===== config.mk =====
export PLATFORM = sky130hd
export DESIGN_NAME = conv_relu_maxpool
export DESIGN_NICKNAME = d
export VERILOG_FILES = /design/src/rtl/conv_relu_maxpool.sv
export SDC_FILE = /design/constraint.sdc
export NUM_CORES = 1
export LEC_CHECK = 0
export CAP_MARGIN = 20
export CORE_ASPECT_RATIO = 1.25
export CORE_MARGIN = 3
export CORE_UTILIZATION = 30
export CTS_CLUSTER_SIZE = 8
export DETAILED_ROUTE_END_ITERATION = 10
export GPL_ROUTABILITY_DRIVEN = 1
export HOLD_SLACK_MARGIN = 0.12
export MAX_ROUTING_LAYER = met4
export PLACE_DENSITY = 0.54
export REMOVE_ABC_BUFFERS = 1
export SYNTH_ARGS = -nofsm -noshare
export SYNTH_HDL_FRONTEND = slang
export SYNTH_SLANG_ARGS = --single-unit

===== constraint.sdc =====
create_clock -name i_clk -period 8.15 [get_ports i_clk]
set_input_delay 2.0375 -clock i_clk [delete_from_list [all_inputs] [get_ports i_clk]]
set_output_delay 2.0375 -clock i_clk [all_outputs]
set_load 0.01 [all_outputs]

===== src/rtl/conv_relu_maxpool.sv =====
// conv_relu_maxpool: ReLU plus 2x2 stride-2 max pooling over a row-major pixel stream,
// with a single-entry valid/ready output register that back-pressures the producer.
module conv_relu_maxpool #(
    parameter int DATA_W = 16,
    parameter int IMG_W  = 26,
    parameter int IMG_H  = 26
) (
    input  logic              i_clk,
    input  logic              i_rst_n,
    input  logic              i_start,
    input  logic              i_in_valid,
    input  logic [DATA_W-1:0] i_in_data,
    output logic              o_in_ready,
    output logic              o_out_valid,
    output logic [DATA_W-1:0] o_out_data,
    input  logic              i_out_ready,
    output logic              o_done,
    output logic [1:0]        o_state
);
    localparam int CW = $clog2(IMG_W);
    localparam int RW = $clog2(IMG_H);

    typedef enum logic [1:0] {IDLE, RUN, FLUSH, DONE} state_t;

    state_t                   r_state, w_next;
    logic [CW-1:0]            r_col;
    logic [RW-1:0]            r_row;
    logic signed [DATA_W-1:0] r_h;
    logic signed [DATA_W-1:0] r_lb [IMG_W/2];
    logic signed [DATA_W-1:0] w_x, w_lb, w_m1, w_m2;
    logic                     w_xfer, w_col_end, w_row_end, w_load;

    assign w_x       = i_in_data;
    assign w_lb      = r_lb[r_col[CW-1:1]];
    assign w_m1      = (r_h > w_x) ? r_h : w_x;
    assign w_m2      = (w_lb > w_m1) ? w_lb : w_m1;
    assign o_in_ready = (r_state == RUN) && (!o_out_valid || i_out_ready);
    assign w_xfer    = i_in_valid && o_in_ready;
    assign w_col_end = r_col == CW'(IMG_W - 1);
    assign w_row_end = r_row == RW'(IMG_H - 1);
    assign w_load    = w_xfer && r_row[0] && r_col[0];
    assign o_done    = r_state == DONE;
    assign o_state   = r_state;

    always_comb begin
        w_next = r_state;
        case (r_state)
            IDLE:    w_next = i_start ? RUN : IDLE;
            RUN:     w_next = (w_xfer && w_col_end && w_row_end) ? FLUSH : RUN;
            FLUSH:   w_next = (!o_out_valid || i_out_ready) ? DONE : FLUSH;
            default: w_next = IDLE;
        endcase
    end

    always_ff @(posedge i_clk or negedge i_rst_n) begin
        if (!i_rst_n) begin
            r_state     <= IDLE;
            r_col       <= '0;
            r_row       <= '0;
            r_h         <= '0;
            o_out_valid <= 1'b0;
            o_out_data  <= '0;
        end else begin
            r_state <= w_next;
            if (r_state == IDLE && i_start) begin
                r_col <= '0;
                r_row <= '0;
            end else if (w_xfer) begin
                r_col <= w_col_end ? '0 : r_col + CW'(1);
                if (w_col_end)
                    r_row <= w_row_end ? '0 : r_row + RW'(1);
            end
            if (w_xfer && !r_col[0])
                r_h <= w_x;
            // ReLU folds into the pooled max: a negative window maximum clamps to zero
            if (w_load)
                o_out_data <= w_m2[DATA_W-1] ? '0 : w_m2;
            o_out_valid <= w_load || (o_out_valid && !i_out_ready);
        end
    end

    always_ff @(posedge i_clk)
        if (w_xfer && !r_row[0] && r_col[0])
            r_lb[r_col[CW-1:1]] <= w_m1;
endmodule


# Yosys cells after proc, flatten, opt, wreduce, memory -nomap -nowiden

Memory sizes are Yosys's and may differ from the RTL's.
Cells that the tools add are included.

Eq/ne operators: 5
Reduce and logical (&&, ||, !) cells: 21
Mux-type cells: 16
Add/subtract/negate cells: 2
$lt $le $gt $ge: 2

Operators by type and width:

| operator            | number |
|---|---|
| $mux 5              | 7 |
| $gt 16x16->1        | 2 |
| $mux 16             | 2 |
| $mux 15             | 1 |
| $logic_and 1x1->1   | 11 |
| $add 5x1->5 const B | 2 |
| $eq 5x5->1 const B  | 2 |
| $pmux 2 s3          | 1 |
| $eq 2x2->1 const B  | 2 |
| $logic_not 1->1     | 4 |
| $mux 1              | 4 |
| $reduce_bool 2->1   | 2 |
| $eq 2x1->1 const B  | 1 |
| $logic_not 2->1     | 1 |
| $logic_or 1x1->1    | 2 |
| $mux 2              | 1 |
| $reduce_and 2->1    | 1 |

Output and inout port bits: 21
Register bits: 45
Memories: 1
Word-level logic and storage cells: 53
RAM bits: 208
Bits of input ports: 21

Memories:

| memory | depth | bits a word | read ports | clocked after Yosys merged registers in | wr ports | RTL line | RTL |
|---|---|---|---|---|---|---|---|
| r_lb   | 13    | 16          | 1          | 0                                       | 1        | 29       | `logic signed [DATA_W-1:0] r_lb [IMG_W/2];` |

# Logic depth before layout (Yosys ltp)

Depth after elaboration: 8
Gate-level depth with buffers: 22
Depth with buffers taken out: 18

# Worst setup path after synthesis

No wires, ideal clock.

Path type: input port to flip-flop
Start point: input i_in_data[15]
End point: register o_out_data[0]
Data arrival time: 6146 ps
Setup slack: 1878 ps
Buffers on the path: 4
Cell stages on the path: 22
Required time: 8024 ps
Setup time: 126 ps
Cells stage by stage: inv_1 > ha_1 > buf_4 > nand4_1 > or4_1 > o2bb2ai_1 > o31a_1 > nor2b_1 > buf_2 > buf_2 > mux2i_1 > ha_1 > and4_1 > a21oi_1 > o21ai_0 > a21oi_1 > o2111ai_1 > o32ai_2 > a31oi_1 > buf_6 > and4_1 > a221o_1

Word-level cells in the longest chain between the ends: 5

Ends and longest elaborated chain:

| what                   | RTL line | RTL |
|---|---|---|
| start: declaration     | 12       | `input logic [DATA_W-1:0] i_in_data,` |
| $gt 16x16->1           | 35       | `assign w_m1 = (r_h > w_x) ? r_h : w_x;` |
| $mux 16 *              | 35       |  |
| $gt 16x16->1           | 36       | `assign w_m2 = (w_lb > w_m1) ? w_lb : w_m1;` |
| $mux 16 *              | 36       |  |
| $mux 15 *              | 77       | `o_out_data <= w_m2[DATA_W-1] ? '0 : w_m2;` |
| end signal: assignment | 77       |  |
| end: declaration       | 15       | `output logic [DATA_W-1:0] o_out_data,` |

Every way passes the cells marked *; elsewhere a longest branch is shown, timed or not.
A chain may end at the register's enable or synchronous reset.

# Worst setup path after layout

Start point: input i_in_data[15]
End point: register o_out_data[4]

Same word-level chain as after synthesis.

==> metrics.yaml <==
via_count: 6083
die_h_um: 220
hpwl_mm: 16.3
power_density_mw_per_mm2: 380
cp.arrival_ps: 7680
io_buffer_count: 40
synth.ff_latch_count: 252
clk_path_buf_depth: 3
hold_start: "r_row[4]"
cts_max_level: 2
yosysMostFrequentCell: "edfxtp_1"
io_pins: 42
power_switching_mw: 1.64
p_int_mw: 3.31
crit_start: "i_in_data[15]"
cts_buffers: 37
synth_ff_type: "edfxtp_1"
grtUsageTotal_pct: 13.9
drv_cap: 0
clock.fmax_mhz: 137
critical_path_class: "in -> reg"
cts_hold_buf: 0
relSlewSlack_pct: 45.4
grt_pass1_vias: 6328
numClockSinks: 252
drive_above_1_share_pct: 19.5
p_leak_nw: 4.65
drc: 0
synth_cell_type_count: 55
grt.overflow.total: 0
end_kind: "flop"
gp_congestion: 0.782
via_per_inst: 4.98
yosys.area_share.adder_pct: 3.99
synthTopCellsByArea: "edfxtp_1 57%, mux4_2 13%, dfrtp_1 10%, ha_1 4.0%, inv_1 1.6%"
rsz0062_at_grt: "no"
root_buffer: "clkbuf_16"
stdcell_area_sq_mm: 0.0130
holdCritPathClass: "reg -> reg"
muxShareOfSynthArea_pct: 14.8
path_max_fanout: 9
tightest_slew_ps: 816
synth.cell_area_sq_mm: 0.0110
period_minus_slack_ps: 7320
synthXorXnorAreaFrac_pct: 0.159
avgSynthCellArea_sq_um: 16.5
grt_first_pass_wirelength_mm: 39.3
place_area_sq_mm: 0.0120
synth_compound_area_share_pct: 4.94
pwr-share-comb_pct: 34.4
fin_skew_ps: 16.4
antenna_found_initial: 0
cts_resized: 0
die-area_sq_mm: 0.0390
drt_iter0_drc: 452
r2r-start: "r_h[15]"
cts_setup_buffers: 0
fin_crit_sh_pct: 89.8
synthSimpleGateAreaFrac_pct: 6.32
clk_pin_slew_ps: 50
firstDrtPassIters: 5
worstSetupStartpointType: "primary input"
wl_per_cell_um: 20.9
finalSetupTns_ps: 0
grt_start_max_net_pins: 45
num_antenna_cells: 0
worstSkewPairLatency_ps: 510
ir_drop_v: 0.000162
core_sq_mm: 0.0357
seq_power_share_pct: 38.0
fp-row-count: 77
synth_edf_count: 208
netSwitchingFraction_pct: 33.2
cts_tree: "built"
ys_seq_area_share_pct: 66.9
ant_nets: 0
syn_inst: 666
slew_violations: 0
synth_top_area_share_pct: 56.8
area_delta_synth_final_pct: 18.8
routed_wl_mm: 25.5
synth-async-reset-ratio_pct: 17.5
crit_required_ps: 8520
finalHoldViolCount: 0
synthTopCellsByCount: "208 x edfxtp_1, 63 x mux4_2, 47 x inv_1, 47 x nand2_1, 44 x dfrtp_1"
layout.nets: 792
status: "finished, final reports clean"
synth_top_area_cell: "edfxtp_1"
clock_power_share_pct: 27.5
synth_top_family_by_area: "multiplexers"
die_x_um: 177
start_util_pct: 30.7
setup_viol: 0
yosysWarningCount: 0
per-layer routing:
metal | global-route usage (%) | part of all wire, % | up-vias
li1 | - | - | 2747
met2 | 23.7 | 52 | 142
met1 | 16.8 | 42 | 3149
met5 | - | 0 | -
met3 | 2.46 | 4.2 | 45
met4 | 4.48 | 2.4 | 0
cell usage in the layout, fill, tap and decap left out, types with 10 or more instances in the layout:
master and n:
edfxtp_1 208, mux4_2 63, inv_1 47, nand2_1 47, dfrtp_1 42, clkdlybuf4s50_1 39
clkbuf_16 37, ha_1 35, o21ai_0 27, buf_4 22, mux2i_1 16, nor2_1 15
a21oi_1 14, nand3_1 11, clkbuf_1 10
power by group through the flow:
stage / logic (mW) / clock network, mW / registers [mW]
after detailed placement: 1.73 / 0 / 1.91
after floorplan: 1.07 / 0 / 1.95
final: 1.71 / 1.37 / 1.89
after CTS: 1.73 / 1.41 / 1.89
after global placement: 1.71 / 0 / 1.92
after global routing: 1.89 / 1.46 / 1.91
final cells by class:
| class | count | area, sq um |
|---|---|---|
| Clock inverter | 3 | 47.5 |
| Fill cell | 3333 | 22700 |
| Tap cell | 474 | 593 |
| Clock buffer | 47 | 963 |
| Timing Repair Buffer | 62 | 561 |
| Sequential cell | 252 | 7350 |
| Inverter | 47 | 176 |
| Multi-Input combinational cell | 336 | 3360 |
sequential cells by signal, summed over array words and instances, names as in the netlist:
name,cells
r_col,5
o_out_valid,1
r_h,16
o_state,2
r_row,5
r_lb,208
o_out_data,15
per-stage QoR:
stage	total power, mW	setup slack [ps]	hold WS, ps	cells	util, %
2_1_floorplan	3.02	1130	445	635	-
3_3_place_gp	3.63	550	480	1171	33.7
3_5_place_dp	3.64	390	475	1171	33.7
4_1_cts	5.03	925	487	1221	36.5
5_1_grt	5.26	396	522	1221	36.5
6_report	4.96	832	484	1221	36.5
worst paths after layout:
kind                            depth (start not counted)  slack [ps]       endpoint
min in group asynchronous                               2        1610         r_h[7]
worst min-delay path                                    1         480       r_row[4]
worst max-delay path                                   20         830  o_out_data[4]
worst max register to register                         18        2500  o_out_data[4]
max in group asynchronous                               2        6080       r_col[1]
worst min register to register                          1         480       r_row[4]
critical path, cell delays in order:
cell and delay [ps]:
clkdlybuf4s50_1 490, inv_1 60, ha_1 420, nand4_1 200, or4_1 540, o2bb2ai_1 210, o31a_1 200, nor2b_2 170
buf_4 230, mux2i_1 570, ha_1 320, nand4_1 170, nor4_1 380, nand2_1 100, o32ai_1 270, o32ai_2 130
a31oi_1 410, buf_4 230, or2_1 360, o221ai_1 190
cells by family after synthesis:
family                     count (synthesis)
AOI/OAI and AO/OA                         81
xor gates and xnor gates                   2
adders and majority gates                 35
buffers and inverters                     78
DFF                                      252
muxes                                     83
other                                      1
and+or+nand+nor                          134
Power figures use the tool's default switching activity.
